[config.mk]
export PLATFORM = sky130hd
export DESIGN_NAME = id_stage
export DESIGN_NICKNAME = d
export VERILOG_FILES = /design/src/rtl/id_stage.sv
export SDC_FILE = /design/constraint.sdc
export NUM_CORES = 1
export LEC_CHECK = 0
export CORE_AREA = 2 2 163 165
export DETAILED_ROUTE_END_ITERATION = 8
export DIE_AREA = 0 0 165 167
export HOLD_SLACK_MARGIN = 0.05
export PLACE_DENSITY = 0.66
export SYNTH_ARGS = -nofsm -noshare
export SYNTH_HDL_FRONTEND = slang
export SYNTH_SLANG_ARGS = --single-unit
[constraint.sdc]
create_clock -name clock -period 7.4 [get_ports clock]
set_input_delay 1.48 -clock clock [delete_from_list [all_inputs] [get_ports clock]]
set_output_delay 1.48 -clock clock [all_outputs]
set_load 0.02 [all_outputs]
[src/rtl/id_stage.sv]
// Decode/operand stage: one-cycle registered operand bundle with load-use stall, optional
// EX/MEM/WB forwarding when ID_FORWARD_EN is defined (otherwise any pending writer stalls).
module id_stage #(
   parameter int BitWidth = 32,
   parameter int RegCount = 32,
   localparam int AW = $clog2(RegCount)
) (
   input  logic                clock,
   input  logic                reset,
   input  logic                in_valid,
   output logic                in_ready,
   input  logic [31:0]         in_instr,
   input  logic [31:0]         in_pc,
   output logic [AW-1:0]       rf_raddr1,
   output logic [AW-1:0]       rf_raddr2,
   input  logic [BitWidth-1:0] rf_rdata1,
   input  logic [BitWidth-1:0] rf_rdata2,
   input  logic                ex_wr_en,
   input  logic [AW-1:0]       ex_wr_addr,
   input  logic                ex_is_load,
   input  logic [BitWidth-1:0] ex_result,
   input  logic                mem_wr_en,
   input  logic [AW-1:0]       mem_wr_addr,
   input  logic [BitWidth-1:0] mem_result,
   input  logic                wb_wr_en,
   input  logic [AW-1:0]       wb_wr_addr,
   input  logic [BitWidth-1:0] wb_data,
   input  logic                flush,
   output logic                out_valid,
   input  logic                out_ready,
   output logic [BitWidth-1:0] out_rs_val,
   output logic [BitWidth-1:0] out_rt_val,
   output logic [BitWidth-1:0] out_imm,
   output logic [BitWidth-1:0] out_pc,
   output logic [AW-1:0]       out_dst,
   output logic [5:0]          out_opcode,
   output logic [5:0]          out_funct,
   output logic [15:0]         stall_count
);

   logic [5:0]          opcode;
   logic [AW-1:0]       rsAddr, rtAddr, rdAddr, dstAddr;
   logic [BitWidth-1:0] rsVal, rtVal, immVal;
   logic                stall, transfer;

   assign opcode    = in_instr[31:26];
   assign rsAddr    = AW'(in_instr[25:21]);
   assign rtAddr    = AW'(in_instr[20:16]);
   assign rdAddr    = AW'(in_instr[15:11]);
   assign rf_raddr1 = rsAddr;
   assign rf_raddr2 = rtAddr;

   function automatic logic hits(input logic en, input logic [AW-1:0] wa, input logic [AW-1:0] ra);
      return en && (wa == ra) && (ra != '0);
   endfunction

   // Later assignments override earlier ones, so the youngest writer wins.
   function automatic logic [BitWidth-1:0] operand(input logic [AW-1:0] ra, input logic [BitWidth-1:0] rfVal);
      logic [BitWidth-1:0] v;
      v = '0;
      if (ra != '0) v = rfVal;
`ifdef ID_FORWARD_EN
      if (hits(wb_wr_en, wb_wr_addr, ra))   v = wb_data;
      if (hits(mem_wr_en, mem_wr_addr, ra)) v = mem_result;
      if (hits(ex_wr_en, ex_wr_addr, ra))   v = ex_result;
`endif
      return v;
   endfunction

`ifdef ID_FORWARD_EN
   assign stall = ex_wr_en && ex_is_load &&
                  (hits(1'b1, ex_wr_addr, rsAddr) || hits(1'b1, ex_wr_addr, rtAddr));
`else
   assign stall = hits(ex_wr_en, ex_wr_addr, rsAddr)   || hits(ex_wr_en, ex_wr_addr, rtAddr)   ||
                  hits(mem_wr_en, mem_wr_addr, rsAddr) || hits(mem_wr_en, mem_wr_addr, rtAddr) ||
                  hits(wb_wr_en, wb_wr_addr, rsAddr)   || hits(wb_wr_en, wb_wr_addr, rtAddr);
   logic unusedFwd;
   assign unusedFwd = ^{ex_is_load, ex_result, mem_result, wb_data};
`endif

   always_comb begin
      rsVal   = operand(rsAddr, rf_rdata1);
      rtVal   = operand(rtAddr, rf_rdata2);
      dstAddr = rtAddr;
      if (opcode == 6'h00)      dstAddr = rdAddr;
      else if (opcode == 6'h03) dstAddr = AW'(5'd31);
      immVal = {{(BitWidth-16){in_instr[15]}}, in_instr[15:0]};
      if (opcode == 6'h0C || opcode == 6'h0D || opcode == 6'h0E)
         immVal = {{(BitWidth-16){1'b0}}, in_instr[15:0]};
   end

   assign in_ready = (!out_valid || out_ready) && !stall && !flush;
   assign transfer = in_valid && in_ready;

   always_ff @(posedge clock or posedge reset) begin
      if (reset) begin
         out_valid  <= 1'b0;
         out_rs_val <= '0;
         out_rt_val <= '0;
         out_imm    <= '0;
         out_pc     <= '0;
         out_dst    <= '0;
         out_opcode <= '0;
         out_funct  <= '0;
      end else if (flush) begin
         out_valid <= 1'b0;
      end else if (transfer) begin
         out_valid  <= 1'b1;
         out_rs_val <= rsVal;
         out_rt_val <= rtVal;
         out_imm    <= immVal;
         out_pc     <= BitWidth'(in_pc);
         out_dst    <= dstAddr;
         out_opcode <= opcode;
         out_funct  <= in_instr[5:0];
      end else if (out_ready) begin
         out_valid <= 1'b0;
      end
   end

   always_ff @(posedge clock or posedge reset) begin
      if (reset)
         stall_count <= '0;
      else if (in_valid && stall && !flush && stall_count != 16'hFFFF)
         stall_count <= stall_count + 16'd1;
   end

endmodule

Yosys cells after proc, flatten, opt, wreduce, memory -nomap -nowiden
Cells that the tools add are included.
W data, S select, Z words.
{"block": "totals", "register_bits": 162, "inputBits": 248, "word_cells": 64}
{"block": "op_classes", "add_sub_neg": 1, "n_eq_ne": 11, "mux": 8, "n_bitwise": 1, "n_reduce_logical": 34}
{"cell": "$mux W32", "count": 3}
{"cell": "$eq A5 B5 Y1", "count": 6}
{"cell": "$eq A6 B4 Y1 const B", "count": 3}
{"cell": "$logic_and A1 B1 Y1", "count": 18}
{"cell": "$add A16 B1 Y16 const B", "count": 1}
{"cell": "$ne A16 B16 Y1 const B", "count": 1}
{"cell": "$mux W5", "count": 2}
{"cell": "$reduce_bool A5 Y1", "count": 2}
{"cell": "$logic_or A1 B1 Y1", "count": 8}
{"cell": "$eq A6 B2 Y1 const B", "count": 1}
{"cell": "$logic_not A6 Y1", "count": 1}
{"cell": "$logic_not A1 Y1", "count": 3}
{"cell": "$mux W1", "count": 3}
{"cell": "$reduce_bool A3 Y1", "count": 1}
{"cell": "$reduce_and A2 Y1", "count": 1}
{"cell": "$not A1 Y1", "count": 1}

Longest topological paths before layout
{"block": "logic_depth", "depth_word": 14, "depth_mapped": 10, "depth_no_buf": 7}

Least setup slack after synthesis
OpenSTA, ideal clock, no wires.
{"block": "synth_path", "kind": "input-to-output", "startpoint": "in in_instr[19]", "endpoint": "out in_ready", "arrival_ns": 3.064, "setup_slack_ns": 2.856, "cell_stages": 7, "path_cell_list": "buf_2 nor3_1 nand2_1 nand2_1 buf_2 nand2_1 nor3_1"}
{"block": "synth_between", "elab_chain_len": 11, "elab_cells_between_ends": 18}
{"item": "start, declared", "line_no": "12", "text": "input logic [31:0] in_instr,"}
{"item": "$eq A5 B5 Y1", "line_no": "54", "text": "return en && (wa == ra) && (ra != '0);"}
{"item": "$logic_and A1 B1 Y1 (2 in series)", "line_no": "54"}
{"item": "$logic_or A1 B1 Y1 (2 in series)", "line_no": "74", "text": "assign stall = hits(ex_wr_en, ex_wr_addr, rsAddr) || hits(ex_wr_en, ex_wr_addr, rtAddr) ||"}
{"item": "$logic_or A1 B1 Y1 (2 in series)", "line_no": "75", "text": "hits(mem_wr_en, mem_wr_addr, rsAddr) || hits(mem_wr_en, mem_wr_addr, rtAddr) ||"}
{"item": "$logic_or A1 B1 Y1 (*)", "line_no": "76", "text": "hits(wb_wr_en, wb_wr_addr, rsAddr) || hits(wb_wr_en, wb_wr_addr, rtAddr);"}
{"item": "$logic_not A1 Y1 (*)", "line_no": "92", "text": "assign in_ready = (!out_valid || out_ready) && !stall && !flush;"}
{"item": "$logic_and A1 B1 Y1 (*) (2 in series)", "line_no": "92"}
{"item": "end, declared", "line_no": "11", "text": "output logic in_ready,"}
Every way passes the cells marked *; elsewhere a longest branch is shown, timed or not.

Worst setup path after layout
Ends and elaborated chain as after synthesis.

==> results.yml <==
pwr:
  p_sw_share_pct: 32.68
  power_frac_comb_pct: 34.2
  peakVddDrop_v: 0.0001304
  powerDensity_nw_per_um2: 271.7
  p_leak_nw: 5.016
  finalPower_mw: 2.889
  internal-power_mw: 1.945
  seqPwrFrac_pct: 35.5
  p_sw_uw: 944.1
  clkPwrFrac_pct: 30.4
timing:
  fin_hold_ws_ns: 0.4897
  fin_crit_sh_pct: 77.56
  max_freq_ghz: 0.1742
  final.min_clock_period_ns: 5.739
  tightest_slew_ns: 0.8152
  maxSlewHeadroom_pct: 45.65
  finalClockSkew_ns: 0.01213
  setup_viol: 0
  hold_viol_final: 0
  setup_tns_ns: 0
  rsz0062_at_grt: "false"
  slew_violations: 0
final_layout:
  drive_gt1_share_pct: 10.38
  area_growth_pct: 57.83
  final_cell_mix: "323 x clkdlybuf4s50_1, 141 x dfrtp_1, 86 x nand2_1"
  nNetsFinal: 1132
  final_common_cell: "clkdlybuf4s50_1"
  fin_cells: 1231
  diodes: 0
  final_util_pct: 41.28
grt:
  grt_usage_pct: 14.88
  antenna_found_initial: 1
  grt_pass1_wl_mm: 31.47
  grt_max_degree: 81
  overflow: 0
  grt_pass1_vias: 5533
worst_setup_path:
  crit_start: "in_instr[19]"
  rr_worst_depth: 5
  crit_family: "buffers and inverters"
  cp_slowest_cell: "clkdlybuf4s50_1"
  critPathKind: "input pin to output pin"
  critPathBufInv: 4
  r2r_slack_ns: 5.24
  crit_end: "in_ready"
  crit_cells: 10
  path_cells: "clkdlybuf4s50_1 -> nor3_1 -> nand2_1 -> buf_4 -> nand4_1 -> and4_1 -> buf_4 -> nand2_1 -> nor3_1 -> clkdlybuf4s50_1"
  cp-start-kind: "input pin"
  worstSetupEndpointType: "output pin"
  timing.rr.start: "out_valid"
  cp.required_ns: 5.92
  critPathMaxFanout: 34
  timing.rr.end: "out_opcode[4]"
  crit_arrival_ns: 4.26
  crit_path_max_incr_delay_ns: 0.64
clock_network:
  htreeDepth: 4
  cts_buffer_depth: 2
  path_clk_slew_ns: 0.06
  postCtsHoldBufs: 0
  clock_sinks: 141
  root_buffer: "clkbuf_16"
  cts_tree: "yes"
  cts_setup_buffers: 0
  cts_resized: 0
  cts_buffers: 17
  clk_latency_ns: 0.42
die:
  rows: 59
  design.die.area_um2: 27560
  boundaryPins: 421
  start_util_pct: 26.15
  die_h_um: 167
  dieWidth_um: 165
  core_um2: 25760
detailed_routing:
  wl_per_cell_um: 16.68
  wirelength_mm: 20.53
  dr_total_vias: 5223
  first_pass_iters: 6
  antenna_left: 0
  drtIter0Drc: 192
  drcViolationCount: 0
  post_drt_via_cell_ratio: 4.243
worst_hold_path:
  worstHoldPathType: "flip-flop to flip-flop"
synthesis:
  synthCells: 590
  synthesis.nets: 839
  yosysWarnings: 0
  ys_ff_latch: 141
  synthArstFlopShare_pct: 100.0
  synth_area_um2: 6738
  synth_edf_count: 0
  avgSynthCellArea_um2: 11.42
  synth-seq-area-share_pct: 52.37
  synth_flop_cell: "dfrtp_1"
  synth_cell_type_count: 32
status:
  status: "complete, no violations"
place:
  place_inst: 1199
  numPortBuffers: 323
  hpwlAfterDp_mm: 15.08
  gp_congestion: 0.7871
run:
  cap_viol_max_count: 0
cells in the mapped netlist, types with 2 or more instances:
cell type	n	area [um2]
xor2_1	27	236.5
xnor2_1	16	140.1
a211oi_2	4	50.05
buf_2	3	15.01
nand2b_1	3	18.77
mux2i_1	68	680.7
nor2_1	9	33.78
a31oi_1	2	12.51
clkbuf_2	3	15.01
inv_1	69	259.0
nand3_1	7	35.03
a2111oi_2	4	60.06
dfrtp_1	141	3528
a21oi_1	6	30.03
nand2_1	86	322.8
mux2_1	20	225.2
buf_4	37	277.8
clkbuf_1	6	22.52
nor3_1	4	20.02
a211oi_1	2	15.01
nand4_1	8	50.05
buf_6	9	101.4
mux2_2	43	484.2
nor4_1	5	31.28
how the worst min path moves through the flow:
stage,start,to,slack (ns),depth (start not counted)
6_report,out_imm[10],out_imm[10],0.49,1
5_1_grt,out_imm[6],out_imm[6],0.51,1
4_1_cts,out_imm[10],out_imm[10],0.49,1
3_5_place_dp,out_opcode[2],out_opcode[2],0.48,1
3_3_place_gp,out_pc[16],out_pc[16],0.47,1
2_1_floorplan,stall_count[7],stall_count[7],0.60,1
cell families after synthesis:
logic type,after synthesis,synth area share (%)
DFF,141,52.37
muxes,131,20.63
buffers and inverters,127,10.25
and+or+nand+nor,126,8.171
xor gates and xnor gates,43,5.590
AOI/OAI and AO/OA,21,2.804
adders and majority gates,1,0.1857
cell type report:
class	count	area (um2)
inverters	69	264.0
flip-flops and latches	141	3528
multi-input cells	322	2519
clock inverters	13	157.7
well taps	335	419.2
clock buffers	19	432.9
fillers	2519	15130
repair buffers	332	3313
stage by stage:
stage | worst slack, ns | area (um2)
after floorplan | 2.139 | 6738
after CTS | 1.639 | 10630
final | 1.661 | 10630
after global placement | 1.607 | 10040
after global routing | 1.499 | 10630
after detailed placement | 1.671 | 10040
worst reg2reg max path: stages, from the launching register on:
cell and delay [ns]:
dfrtp_1 0.38, nor2b_1 0.16, nor2_1 0.21, nand3_4 0.46, buf_12 0.41, mux2_1 0.43
flip-flops by register name, indices dropped and copies added, names as in the netlist:
| register | flops |
|---|---|
| out_rt_val | 32 |
| out_rs_val | 32 |
| out_opcode | 6 |
| out_valid | 1 |
| out_pc | 32 |
| out_imm | 17 |
| out_dst | 5 |
| stall_count | 16 |
power groups by stage:
stage | clock [mW] | sequential, mW | combinational [mW]
floorplan | 0 | 1.23 | 0.302
global route | 0.948 | 1.05 | 1.05
finish | 0.877 | 1.02 | 0.987
detailed placement | 0 | 1.04 | 1.00
CTS | 0.912 | 1.03 | 1.00
global placement | 0 | 1.03 | 0.992
routing by layer:
metal  routed length (um)  track usage [%]  vias to the layer above
met3                 2163            6.252                       17
met2                 9392            24.31                      233
met5                   16                0                        -
met1                 8701            17.96                     2486
met4                  258            3.970                        2
li1                     -                -                     2485
(Power assumes the default switching activity.)
